**config.mk**
```make
export PLATFORM = sky130hd
export DESIGN_NAME = tmr_count_down
export DESIGN_NICKNAME = d
export VERILOG_FILES = /design/src/rtl/tmr_pkg.sv /design/src/rtl/tmr_borrow_digit.sv /design/src/rtl/tmr_count_down.sv
export SDC_FILE = /design/constraint.sdc
export NUM_CORES = 1
export LEC_CHECK = 0
export BUFFER_PORTS_ARGS = -buffer_cell sky130_fd_sc_hd__buf_2
export CORE_AREA = 4 4 81 83
export DETAILED_ROUTE_END_ITERATION = 8
export DIE_AREA = 0 0 85 87
export HOLD_SLACK_MARGIN = 0.06
export PLACE_DENSITY_LB_ADDON = 0.2
export SLEW_MARGIN = 20
export SYNTH_ARGS = -nofsm -noshare
export SYNTH_HDL_FRONTEND = slang
export SYNTH_HIERARCHICAL = 1
export SYNTH_SLANG_ARGS = --single-unit
```
**constraint.sdc**
```tcl
create_clock -name CLK -period 4.8 [get_ports CLK]
set_clock_uncertainty 0.05 [all_clocks]
set_input_delay 0.24 -clock CLK [delete_from_list [all_inputs] [get_ports CLK]]
set_output_delay 0.24 -clock CLK [all_outputs]
set_load 0.05 [all_outputs]
```
**src/rtl/tmr_pkg.sv**
```systemverilog
`default_nettype none
// ============================================================================
// Module   : tmr_pkg
// Purpose  : Shared state encoding, field limits and a clamp helper for the
//            countdown timer core.
// Revision : 1.0 - initial release
// ============================================================================
package tmr_pkg;

  // Timer control states.
  typedef enum logic [2:0] {
    ST_IDLE  = 3'd0,
    ST_ARMED = 3'd1,
    ST_RUN   = 3'd2,
    ST_PAUSE = 3'd3,
    ST_DONE  = 3'd4
  } tmr_state_t;

  localparam logic [7:0] SEC_MAX = 8'd59;
  localparam logic [7:0] MIN_MAX = 8'd59;

  // Saturate an 8-bit field at the given maximum.
  function automatic logic [7:0] clamp8(input logic [7:0] val, input logic [7:0] max);
    return (val > max) ? max : val;
  endfunction

endpackage
`default_nettype wire

```
**src/rtl/tmr_borrow_digit.sv**
```systemverilog
`default_nettype none
// ============================================================================
// Module   : tmr_borrow_digit
// Purpose  : 8-bit mod-(MAX+1) down counter with clamped load. Counting down
//            from zero wraps to MAX and raises borrow for the next field.
// Revision : 1.0 - initial release
// ============================================================================
module tmr_borrow_digit
  import tmr_pkg::*;
#(
  parameter logic [7:0] MAX = 8'd59
) (
  input  logic       CLK,
  input  logic       rst_n,
  input  logic       i_clr,
  input  logic       i_load,
  input  logic [7:0] i_load_val,
  input  logic       i_dec_en,
  output logic [7:0] o_value,
  output logic       o_borrow
);

  logic [7:0] r_value;
  logic [7:0] w_load_clamped;

  assign w_load_clamped = clamp8(i_load_val, MAX);

  // Field register: clear beats load beats decrement.
  always_ff @(posedge CLK or negedge rst_n) begin
    if (!rst_n) begin
      r_value <= 8'd0;
    end else if (i_clr) begin
      r_value <= 8'd0;
    end else if (i_load) begin
      r_value <= w_load_clamped;
    end else if (i_dec_en) begin
      r_value <= (r_value == 8'd0) ? MAX : (r_value - 8'd1);
    end
  end

  assign o_value  = r_value;
  assign o_borrow = (r_value == 8'd0) && i_dec_en;

endmodule
`default_nettype wire

```
**src/rtl/tmr_count_down.sv**
```systemverilog
`default_nettype none
// ============================================================================
// Module   : tmr_count_down
// Purpose  : hh:mm:ss countdown timer with expiry pulse and held alarm.
//            Optional macro TMR_AUTO_RELOAD_EN turns it into a repeat timer
//            that reloads the last preset on expiry and keeps running.
// Revision : 1.0 - initial release
// ============================================================================
module tmr_count_down
  import tmr_pkg::*;
#(
  parameter int MAX_HR = 99,
  parameter int HR_W   = 8
) (
  input  logic            CLK,
  input  logic            rst_n,
  input  logic            tick_1hz,
  input  logic            load,
  input  logic [HR_W-1:0] preset_hr,
  input  logic [7:0]      preset_min,
  input  logic [7:0]      preset_sec,
  input  logic            start,
  input  logic            pause,
  input  logic            clear,
  input  logic            alarm_ack,
  output logic [HR_W-1:0] hrs,
  output logic [7:0]      mins,
  output logic [7:0]      secs,
  output logic            running,
  output logic            expired,
  output logic            alarm
);

  localparam logic [HR_W-1:0] c_max_hr = HR_W'(MAX_HR);

  tmr_state_t      r_state;
  tmr_state_t      w_state_nxt;
  logic [HR_W-1:0] r_hrs;
  logic [HR_W-1:0] w_hr_clamped;
  logic [HR_W-1:0] w_rl_hr;
  logic [7:0]      w_min;
  logic [7:0]      w_sec;
  logic [7:0]      w_rl_min;
  logic [7:0]      w_rl_sec;
  logic            w_load_ok;
  logic            w_preset_nz;
  logic            w_tick_take;
  logic            w_expire;
  logic            w_reload;
  logic            w_sec_borrow;
  logic            w_min_borrow;
  logic            r_running;
  logic            r_expired;
  logic            r_alarm;

  // Load is ignored while running; clear outranks everything. Clamping never
  // turns a nonzero field into zero, so the raw preset decides ARMED vs IDLE.
  assign w_load_ok    = !clear && load && (r_state != ST_RUN);
  assign w_preset_nz  = (preset_hr != '0) || (preset_min != 8'd0) || (preset_sec != 8'd0);
  assign w_hr_clamped = (preset_hr > c_max_hr) ? c_max_hr : preset_hr;
  assign w_tick_take  = !clear && !pause && tick_1hz && (r_state == ST_RUN);
  assign w_expire     = w_tick_take && (r_hrs == '0) && (w_min == 8'd0) && (w_sec == 8'd1);

`ifdef TMR_AUTO_RELOAD_EN
  logic [HR_W-1:0] r_sh_hr;
  logic [7:0]      r_sh_min;
  logic [7:0]      r_sh_sec;

  // Shadow copy of the last accepted (clamped) preset for repeat mode.
  always_ff @(posedge CLK or negedge rst_n) begin
    if (!rst_n) begin
      r_sh_hr  <= '0;
      r_sh_min <= 8'd0;
      r_sh_sec <= 8'd0;
    end else if (w_load_ok) begin
      r_sh_hr  <= w_hr_clamped;
      r_sh_min <= clamp8(preset_min, MIN_MAX);
      r_sh_sec <= clamp8(preset_sec, SEC_MAX);
    end
  end

  assign w_reload = w_expire;
  assign w_rl_hr  = r_sh_hr;
  assign w_rl_min = r_sh_min;
  assign w_rl_sec = r_sh_sec;
`else
  assign w_reload = 1'b0;
  assign w_rl_hr  = '0;
  assign w_rl_min = 8'd0;
  assign w_rl_sec = 8'd0;
`endif

  tmr_borrow_digit #(.MAX(SEC_MAX)) u_sec (
    .CLK        (CLK),
    .rst_n      (rst_n),
    .i_clr      (clear),
    .i_load     (w_load_ok | w_reload),
    .i_load_val (w_load_ok ? preset_sec : w_rl_sec),
    .i_dec_en   (w_tick_take),
    .o_value    (w_sec),
    .o_borrow   (w_sec_borrow)
  );

  tmr_borrow_digit #(.MAX(MIN_MAX)) u_min (
    .CLK        (CLK),
    .rst_n      (rst_n),
    .i_clr      (clear),
    .i_load     (w_load_ok | w_reload),
    .i_load_val (w_load_ok ? preset_min : w_rl_min),
    .i_dec_en   (w_sec_borrow),
    .o_value    (w_min),
    .o_borrow   (w_min_borrow)
  );

  // Hours field: takes the borrow out of minutes; never goes below zero.
  always_ff @(posedge CLK or negedge rst_n) begin
    if (!rst_n) begin
      r_hrs <= '0;
    end else if (clear) begin
      r_hrs <= '0;
    end else if (w_load_ok) begin
      r_hrs <= w_hr_clamped;
    end else if (w_reload) begin
      r_hrs <= w_rl_hr;
    end else if (w_min_borrow && (r_hrs != '0)) begin
      r_hrs <= r_hrs - HR_W'(1);
    end
  end

  // Next-state decode: clear, then load, then per-state pause/start/expiry.
  always_comb begin
    w_state_nxt = r_state;
    if (clear) begin
      w_state_nxt = ST_IDLE;
    end else if (w_load_ok) begin
      w_state_nxt = w_preset_nz ? ST_ARMED : ST_IDLE;
    end else begin
      case (r_state)
        ST_ARMED, ST_PAUSE: if (start) w_state_nxt = ST_RUN;
        ST_RUN: begin
          if (pause)                      w_state_nxt = ST_PAUSE;
          else if (w_expire && !w_reload) w_state_nxt = ST_DONE;
        end
        ST_DONE: if (alarm_ack) w_state_nxt = ST_IDLE;
        default: w_state_nxt = r_state;
      endcase
    end
  end

  // State register plus registered status outputs.
  always_ff @(posedge CLK or negedge rst_n) begin
    if (!rst_n) begin
      r_state   <= ST_IDLE;
      r_running <= 1'b0;
      r_expired <= 1'b0;
      r_alarm   <= 1'b0;
    end else begin
      r_state   <= w_state_nxt;
      r_running <= (w_state_nxt == ST_RUN);
      r_expired <= w_expire;
      if (clear || w_load_ok) r_alarm <= 1'b0;
      else if (w_expire)      r_alarm <= 1'b1;
      else if (alarm_ack)     r_alarm <= 1'b0;
    end
  end

  assign hrs     = r_hrs;
  assign mins    = w_min;
  assign secs    = w_sec;
  assign running = r_running;
  assign expired = r_expired;
  assign alarm   = r_alarm;

endmodule
`default_nettype wire
```
Word-level counts from Yosys, hierarchy flattened
Index checks and enable logic that the tools add are counted.
{"block": "totals", "input_bits": 32, "output_inout_bits": 27, "reg_bits": 30, "wordCells": 75}
{"block": "op_classes", "reduce_logical": 28, "eq_ne": 7, "n_lt_le_gt_ge": 3, "add_sub_neg": 3, "mux": 27}
{"operator": "8-bit two-way mux", "count": 16}
{"operator": "8-bit nonzero test", "count": 4}
{"operator": "8-bit zero test", "count": 3}
{"operator": "8-bit by 1-bit subtractor with 8-bit output, second input constant", "count": 3}
{"operator": "3-bit two-way mux", "count": 6}
{"operator": "8-bit by 6-bit greater-than comparator with 1-bit output, second input constant", "count": 2}
{"operator": "3-bit nonzero test", "count": 4}
{"operator": "1-bit logical AND", "count": 11}
{"operator": "3-bit by 2-bit == test with 1-bit output, second input constant", "count": 3}
{"operator": "3-bit case mux with 3 select lines", "count": 1}
{"operator": "8-bit by 1-bit == test with 1-bit output, second input constant", "count": 1}
{"operator": "8-bit by 7-bit greater-than comparator with 1-bit output, second input constant", "count": 1}
{"operator": "1-bit two-way mux", "count": 4}
{"operator": "3-bit by 1-bit == test with 1-bit output, second input constant", "count": 1}
{"operator": "3-bit == test, second input constant", "count": 1}
{"operator": "1-bit logical OR", "count": 3}
{"operator": "3-bit by 2-bit inequality test with 1-bit output, second input constant", "count": 1}
{"operator": "1-bit zero test", "count": 2}
{"operator": "2-bit OR reduction", "count": 1}

Depth between registers and ports, before layout
Gate-level depths: netlist of the first run.
{"block": "depth", "depth_word": 13, "mapped_depth": 11, "mapped_depth_nobuf": 9}

Hierarchy
The synthesis of the first run kept the hierarchy.
{"mod": "tmr_borrow_digit", "area_each_um2": 564.3, "seq_area_each_um2": 200.2, "instances": 2, "cells_each": 62}
{"mod": "tmr_count_down", "area_each_um2": 1126.1, "seq_area_each_um2": 350.3, "instances": 1, "cells_each": 132}

Worst setup path after synthesis of the first run
Ideal clock, no wire load.
{"block": "synth_timing", "kind": "flip-flop to flip-flop", "startpoint": "register u_sec.r_value[0] (netlist: u_sec/o_value[0])", "endpoint": "register r_hrs[7] (netlist: hrs[7])", "stages_incl_launch_ff": 11, "n_path_buf": 1, "setup_time_ns": 0.120, "slack_ns": 1.732, "arrival_time_ns": 2.897, "required_time_ns": 4.630, "period_less_slack_ns": 3.068, "path_cell_list": "dfrtp_1 -> inv_1 -> ha_1 -> nor4b_2 -> and3_1 -> clkbuf_1 -> and3_1 -> or3b_2 -> nor4_1 -> mux2i_1 -> nor2_1"}
{"block": "synth_via", "elab_chain_cells": 5}
{"element": "start: declaration", "line_no": "tmr_borrow_digit.sv:23", "source": "logic [7:0] r_value;"}
{"element": "start signal: assignment", "line_no": "tmr_borrow_digit.sv:35", "source": "r_value <= w_load_clamped;"}
{"element": "start signal: assignment", "line_no": "tmr_borrow_digit.sv:37", "source": "r_value <= (r_value == 8'd0) ? MAX : (r_value - 8'd1);"}
{"element": "8-bit zero test", "line_no": "tmr_borrow_digit.sv:42", "source": "assign o_borrow = (r_value == 8'd0) && i_dec_en;"}
{"element": "1-bit logical AND", "line_no": "tmr_borrow_digit.sv:42"}
{"element": "net w_sec_borrow", "line_no": "tmr_count_down.sv:50", "source": "logic w_sec_borrow;"}
{"element": "1-bit logical AND", "line_no": "tmr_borrow_digit.sv:42"}
{"element": "net w_min_borrow", "line_no": "tmr_count_down.sv:51", "source": "logic w_min_borrow;"}
{"element": "1-bit logical AND", "line_no": "tmr_count_down.sv:125", "source": "end else if (w_min_borrow && (r_hrs != '0)) begin"}
{"element": "3-bit nonzero test (no source line)"}
{"element": "end signal: assignment", "line_no": "tmr_count_down.sv:122", "source": "r_hrs <= w_hr_clamped;"}
{"element": "end signal: assignment", "line_no": "tmr_count_down.sv:124", "source": "r_hrs <= w_rl_hr;"}
{"element": "end signal: assignment", "line_no": "tmr_count_down.sv:126", "source": "r_hrs <= r_hrs - HR_W'(1);"}
{"element": "end: declaration", "line_no": "tmr_count_down.sv:38", "source": "logic [HR_W-1:0] r_hrs;"}
The timed path passes the listed nets, and every way through them passes these cells.
A chain may end at the register's enable or synchronous reset.

Worst setup path in the final report of the first run
{"block": "layout_timing", "startpoint": "register u_sec.r_value[0] (netlist: u_sec/o_value[0])", "endpoint": "register r_hrs[3] (netlist: hrs[3])"}
The elaborated chain is that of the path after synthesis.

==> results of run 1 <==
## repair_timing
item | CTS | global route
gates resized for setup | 0 | 0
hold buffers | 1 | 0
hold endpoints to repair | 30 | 0
## layer usage
| layer | wire length, um | up-vias | track usage (%) | share of wire, % |
|---|---|---|---|---|
| li1 | - | 1090 | - | - |
| met2 | 2930 | 83 | 28.9 | 46 |
| met3 | 413 | 10 | 3.78 | 6.4 |
| met1 | 2980 | 1083 | 24.6 | 46 |
| met5 | 0 | - | 0 | 0 |
| met4 | 110 | 0 | 6.04 | 1.7 |
## final cells by class
class / count / area [um^2]
Fill cell: 578 / 3150
Multi-Input combinational cell: 202 / 1400
Sequential cell: 30 / 751
Timing Repair Buffer: 60 / 308
Tap cell: 75 / 93.8
Clock buffer: 7 / 86.3
Inverter: 16 / 60.1
Clock inverter: 1 / 5.00
## power by group through the flow
stage               Combinational, W  Sequential [W]  Clock (W)
CTS                         0.000208        0.000290   0.000221
detailed placement          0.000206        0.000294          0
global route                0.000227        0.000293   0.000238
global placement            0.000206        0.000295          0
finish                      0.000207        0.000290   0.000217
floorplan                   0.000103        0.000332          0
## critical path, stage by stage, from the launching register on
cell and delay, ns:
dfrtp_1 0.45, inv_1 0.14, ha_1 0.18, nor4b_2 0.42, and3_1 0.50, and3_1 0.32, or3b_2 0.50, o311ai_0 0.35
o211ai_1 0.18
## flip-flops by register name (all words and copies together) (netlist names)
signal / count
alarm: 1
u_sec/o_value: 8
running: 1
hrs: 8
expired: 1
r_state: 3
u_min/o_value: 8
## metrics by stage
step	hold WS (ns)	util (%)	total power (W)	cells
after floorplan	-0.106	-	0.000435	256
after global placement	0.286	44.5	0.000500	382
after detailed placement	0.293	44.5	0.000501	382
after CTS	0.180	46.2	0.000719	391
after global routing	0.200	46.2	0.000758	391
final	0.191	46.2	0.000714	391
## Yosys cell counts, types with 4 or more instances
library cell	n	area, um^2
inv_1	16	60.1
nor4_1	9	56.3
or3_1	6	37.5
dfrtp_1	30	751
clkbuf_1	4	15.0
nand3b_1	5	37.5
nor3_1	15	75.1
a21oi_1	14	70.1
nand2_1	14	52.6
ha_1	4	50.1
a31oi_1	5	31.3
nand4_1	4	25.0
nor2_1	13	48.8
a21o_1	5	37.5
and2_1	19	119
mux2i_1	5	50.1
o31ai_1	5	37.5
o21ai_0	12	60.1
o211ai_1	5	37.5
a211oi_1	6	45.0
## logic make-up (layout without fill, tap and decap cells)
| kind of cell | Yosys count | in the layout |
|---|---|---|
| AND/OR/NAND/NOR | 117 | 117 |
| AO/OA/AOI/OAI | 73 | 73 |
| flip-flops | 30 | 30 |
| buffers and inverters | 24 | 84 |
| multiplexers | 5 | 5 |
| adder cells (fa/ha/maj) | 4 | 4 |
| XOR/XNOR | 3 | 3 |
## worst min-delay path by stage
stage,startpoint,endpoint,slack (ns),depth (start not counted)
finish,alarm_ack,alarm,0.19,4
global route,alarm_ack,alarm,0.20,4
CTS,alarm_ack,alarm,0.18,4
detailed placement,rst_n,expired,0.29,1
global placement,rst_n,expired,0.29,1
floorplan,rst_n,alarm,-0.11,0
==> flow_summary.json, run 1 <==
{
  "yosysSeqAreaShare_pct": 33.3,
  "setup_total_negative_slack_ns": 0,
  "setup_viol_count_final": 0,
  "r2r.worst_path.cells": 8,
  "grt_max_degree": 31,
  "clock_tree.root_cell": "clkbuf_8",
  "min_path_type": "in -> reg",
  "synthSimpleGateAreaFrac_pct": 34.1,
  "placement.setup.worst_slack_ns": 1.60,
  "floorplan.initialDensity_pct": 38.5,
  "power.leakage_nw": 1.21,
  "crit_type": "reg -> reg",
  "share_seq_of_total_power_pct": 40.6,
  "floorplan.die_area_um2": 7400,
  "postSynth.asyncResetShare_pct": 100,
  "ir_worst_vdd_mv": 0.114,
  "worstMarginPinSlew_ns": 0.913,
  "status": "complete, no violations",
  "path_max_fanout": 11,
  "rows": 28,
  "power.switching_fraction_pct": 36.2,
  "drt_first_pass_iters": 5,
  "switchingPower_w": 0.000258,
  "portBuffers": 58,
  "yosys-mux-area-fraction_pct": 2.22,
  "core_region_area_um2": 5850,
  "p_per_area_nw_per_um2": 264,
  "avgViaCountPerCell": 5.80,
  "fin_crit_sh_pct": 68.0,
  "clk_latency_ns": 0.28,
  "clock_tree.htree_level_count": 2,
  "most_common_cell_after_layout_fill_and_taps_aside": "buf_2",
  "fmax_mhz": 307,
  "yosys_register_bits": 30,
  "drt_iter0_drc": 146,
  "synth_edf_count": 0,
  "globalplace.congestion": 0.840,
  "grt.total_usage_pct": 18.2,
  "synth_top_family_by_area": "simple AND/OR/NAND/NOR gates",
  "rr_endpoint": "hrs[3]",
  "timing.critical_path.to": "hrs[3]",
  "minimum_clock_period_after_layout_ns": 3.26,
  "initial_antenna_violation_count": 0,
  "drv.max_cap_violation_count": 0,
  "grt_first_pass_wirelength_um": 10800,
  "placed_cell_area_um2": 2600,
  "clockPowerShare_pct": 30.4,
  "yosysUniqueCellTypes": 53,
  "syn-num-nets": 292,
  "area_growth_syn_to_layout_pct": 19.9,
  "final_layout_size_suffix_gt1_share_pct": 27.5,
  "post_drt_wl_per_cell_um": 16.5,
  "number_of_global_route_vias_before_repair": 2163,
  "final_antenna_net_count": 0,
  "cts_post_setup_buffers_inserted": 0,
  "io_pins": 59,
  "dp_hpwl_um": 4870,
  "cts_sinks": 30,
  "synth-adder-area-share_pct": 2.22,
  "synth.avg_cell_area_um2": 8.81,
  "die_height_um": 87,
  "nNetsFinal": 351,
  "startpoint": "u_sec/o_value[0]",
  "timing_hold_violations_final": 0,
  "slew_viol_final": 0,
  "yosys_most_used_dff": "dfrtp_1",
  "timing.critical_path.required_ns": 4.88,
  "synth_compound_gate_area_share_pct": 22.4,
  "postSynthCellCount": 256,
  "globalRouteOverflowTotal": 0,
  "grt_setup_unrepaired": "no",
  "comb_power_share_pct": 29.0,
  "synth-xor-area-share_pct": 1.17,
  "die_width_um": 85,
  "most_frequent_cells_in_the_layout": "buf_2, dfrtp_1, and2_1",
  "yosysWarnings": 6,
  "detailroute.via_count": 2266,
  "tritoncts": "done",
  "drc_errors": 0,
  "setup.reg_to_reg.worst_slack_ns": 1.54,
  "worstSetupStartpointType": "register",
  "critical_path.endpoint_type": "register",
  "max-clock-path-buffers": 2,
  "slew_headroom_pct": 38.9,
  "postLayoutCellArea_um2": 2700,
  "cts_made_buffers": 5,
  "worst_ep_arrival_time_ns": 3.35,
  "antennaDiodeCount": 0,
  "synthesis.area_um2": 2250,
  "setup_slack_ns": 1.54,
  "postRouteWirelength_um": 6440,
  "r2r_start": "u_sec/o_value[0]",
  "path_clk_slew_ns": 0.07,
  "p_int_w": 0.000456
}
(Power assumes the default switching activity.)
==> run 2: changes to the inputs <==
--- a/config.mk
+++ b/config.mk
@@ -5,10 +5,11 @@
 export SDC_FILE = /design/constraint.sdc
 export NUM_CORES = 1
 export LEC_CHECK = 0
+export ABC_AREA = 1
 export BUFFER_PORTS_ARGS = -buffer_cell sky130_fd_sc_hd__buf_2
-export CORE_AREA = 4 4 81 83
+export CORE_AREA = 4 4 88 90
 export DETAILED_ROUTE_END_ITERATION = 8
-export DIE_AREA = 0 0 85 87
+export DIE_AREA = 0 0 92 94
 export HOLD_SLACK_MARGIN = 0.06
 export PLACE_DENSITY_LB_ADDON = 0.2
 export SLEW_MARGIN = 20
==> constraint.sdc (replaced) <==
create_clock -name CLK -period 3 [get_ports CLK]
set_clock_uncertainty 0.05 [all_clocks]
set_input_delay 0.15 -clock CLK [delete_from_list [all_inputs] [get_ports CLK]]
set_output_delay 0.15 -clock CLK [all_outputs]
set_load 0.05 [all_outputs]
==> run 2 against run 1 <==
Against the previous run: utilization fell by 0.72 points; hold slack got worse by 0.091 ns; area after synthesis increased by 20%; die area grew 17%.
==> flow_summary.json, run 2 <==
{
  "status": "complete, no violations",
  "timing_hold_violations_final": 0,
  "synthesis.area_um2": 2700,
  "syn-num-nets": 484,
  "filler_cell_count": 788,
  "grt_first_pass_wirelength_um": 12200,
  "comb_power_share_pct": 42.1,
  "critPathTopFamily": "simple AND/OR/NAND/NOR gates",
  "crit_path_buf_inv_count": 3,
  "clockPowerShare_pct": 23.8,
  "nNetsFinal": 549,
  "netlist_top_cells_count": "nand2_1, nor2_1, inv_1",
  "postLayoutCellArea_um2": 3210,
  "postRouteWirelength_um": 6970,
  "placed_cell_area_um2": 3110,
  "detailroute.via_count": 2833,
  "drt_iter0_drc": 100,
  "drc_errors": 0,
  "minimum_clock_period_after_layout_ns": 2.47,
  "grt_max_degree": 31,
  "avgViaCountPerCell": 4.62,
  "max-clock-path-buffers": 2,
  "antennaDiodeCount": 0,
  "worst_path_cell_chain": "inv_1, nand2_1, nor2_2, nand2_1, inv_1, nor3b_1, buf_4, nor3b_1, nand2_4, nand2_8, nand2_4, a21oi_2, nand2_1, o21ai_2",
  "layout.area.seq_um2": 751,
  "floorplan.initialDensity_pct": 38.2,
  "synth-adder-area-share_pct": 1.86,
  "slew_headroom_pct": 51.7,
  "clock_tree.htree_level_count": 2,
  "worstMarginPinSlew_ns": 0.724,
  "cts_sinks": 30,
  "postSynthCellCount": 448,
  "yosys-mux-area-fraction_pct": 0,
  "synthSimpleGateAreaFrac_pct": 47.7,
  "clk_latency_ns": 0.28,
  "io_pins": 59,
  "number_of_global_route_vias_before_repair": 2727,
  "initial_antenna_violation_count": 0,
  "dp_hpwl_um": 5570,
  "p_int_w": 0.000816,
  "synth-xor-area-share_pct": 1.95,
  "globalRouteOverflowTotal": 0,
  "final.hold.worst_slack_ns": 0.100,
  "yosys_register_bits": 30,
  "synth_top_cell_area_share_pct": 27.8,
  "core_region_area_um2": 7060,
  "multi_input_comb_area_um2": 1600,
  "area_growth_syn_to_layout_pct": 19.1,
  "rows": 31,
  "fmax_mhz": 404,
  "power.switching_fraction_pct": 43.7,
  "postSynth.asyncResetShare_pct": 100,
  "grt.total_usage_pct": 17.3,
  "worstSetupStartpointType": "register",
  "power.leakage_nw": 1.88,
  "yosysSeqAreaShare_pct": 27.8,
  "setup_viol_count_final": 0,
  "tritoncts": "done",
  "synth.avg_cell_area_um2": 6.02,
  "path_max_fanout": 8,
  "min_path_type": "in -> reg",
  "critical_path.endpoint_type": "register",
  "die_height_um": 94,
  "p_per_area_nw_per_um2": 451,
  "synth_compound_gate_area_share_pct": 7.84,
  "setup_total_negative_slack_ns": 0,
  "switchingPower_w": 0.000632,
  "worst_ep_arrival_time_ns": 2.64,
  "clock_tree.root_cell": "clkbuf_8",
  "timing.critical_path.required_ns": 3.16,
  "most_common_cell_after_layout_fill_and_taps_aside": "nand2_1",
  "fin_crit_sh_pct": 82.4,
  "grt_setup_unrepaired": "no",
  "slew_viol_final": 0,
  "critPathMaxStageDelay_ns": 0.43,
  "path_clk_slew_ns": 0.06,
  "share_seq_of_total_power_pct": 34.1,
  "floorplan.die_area_um2": 8650,
  "globalplace.congestion": 0.828,
  "final_layout_size_suffix_gt1_share_pct": 22.0,
  "drv.max_cap_violation_count": 0,
  "drt_first_pass_iters": 4,
  "post_drt_wl_per_cell_um": 11.4,
  "cts_made_buffers": 5,
  "crit_type": "reg -> reg",
  "synth_top_family_by_area": "simple AND/OR/NAND/NOR gates",
  "die_width_um": 92,
  "synth_top_cells_by_area": "dfrtp_1, nand2_1, nor2_1, inv_1, nand3_1",
  "yosysUniqueCellTypes": 35,
  "synth_edf_count": 0,
  "yosys_most_used_dff": "dfrtp_1",
  "portBuffers": 58,
  "placement.setup.worst_slack_ns": 0.558,
  "ir_worst_vdd_mv": 0.265,
  "setup_slack_ns": 0.527,
  "worst_path_most_repeated_cell": "nand2_1",
  "critical_path.slowest_cell": "nor3b_1",
  "most_frequent_cells_in_the_layout": "nand2_1, nor2_1, inv_1",
  "yosysWarnings": 6,
  "cell_with_the_most_instances_after_synthesis": "nand2_1",
  "yosys.area.top_type": "dfrtp_1",
  "final_antenna_net_count": 0
}
run 2: final cells by class:
class	instances	area share, %
well taps	99	3.86
multi-input cells	328	49.8
flip-flops and latches	30	23.4
clock inverters	1	0.156
repair buffers	60	9.58
inverters	88	10.5
clock buffers	7	2.69
run 2: stage by stage:
stage / instances / total power [W] / utilization, %
4_1_cts: 613 / 0.00147 / 45.5
3_3_place_gp: 604 / 0.00110 / 44.1
5_1_grt: 613 / 0.00157 / 45.5
6_report: 613 / 0.00145 / 45.5
3_5_place_dp: 604 / 0.00111 / 44.1
2_1_floorplan: 448 / 0.000959 / -
run 2: power groups by stage:
stage	clock, W	combinational (W)	sequential (W)
final	0.000344	0.000610	0.000494
after global routing	0.000377	0.000687	0.000502
after CTS	0.000359	0.000614	0.000494
after detailed placement	0	0.000611	0.000500
after global placement	0	0.000605	0.000500
after floorplan	0	0.000351	0.000608
run 2: tightest hold or removal path: stages:
cell	delay, ns
buf_2	0.10
nor3_2	0.04
o22ai_2	0.09
run 2: final timing paths:
| kind | startpoint | to | slack, ns | depth (start not counted) |
|---|---|---|---|---|
| max in group asynchronous | rst_n | hrs[0] | 2.02 | 2 |
| worst max register to register | r_state[0] | hrs[5] | 0.53 | 14 |
| min in group asynchronous | rst_n | u_sec/o_value[0] | 0.40 | 2 |
| worst min-delay path | preset_hr[1] | hrs[1] | 0.10 | 3 |
| worst max-delay path | r_state[0] | hrs[5] | 0.53 | 14 |
| worst min register to register | u_sec/o_value[0] | u_sec/o_value[0] | 0.52 | 2 |
run 2: layer usage:
layer	track usage (%)	vias up	part of all wire, %
met5	0	-	0
met4	5.57	0	1.3
met3	3.21	9	4.8
met2	29.1	64	47
met1	22.5	1281	47
li1	-	1479	-
run 2: cell families after synthesis:
logic type	count (synthesis)
DFF	30
adders and majority gates	4
and+or+nand+nor	287
buffers and inverters	90
xor gates and xnor gates	6
AOI/OAI and AO/OA	31
run 2: timing repair:
item / 4_1_cts / 5_1_grt
gates resized for setup: 0 / 0
hold endpoints to repair: 30 / 0
hold buffers: 1 / 0
setup buffers: 0 / 0
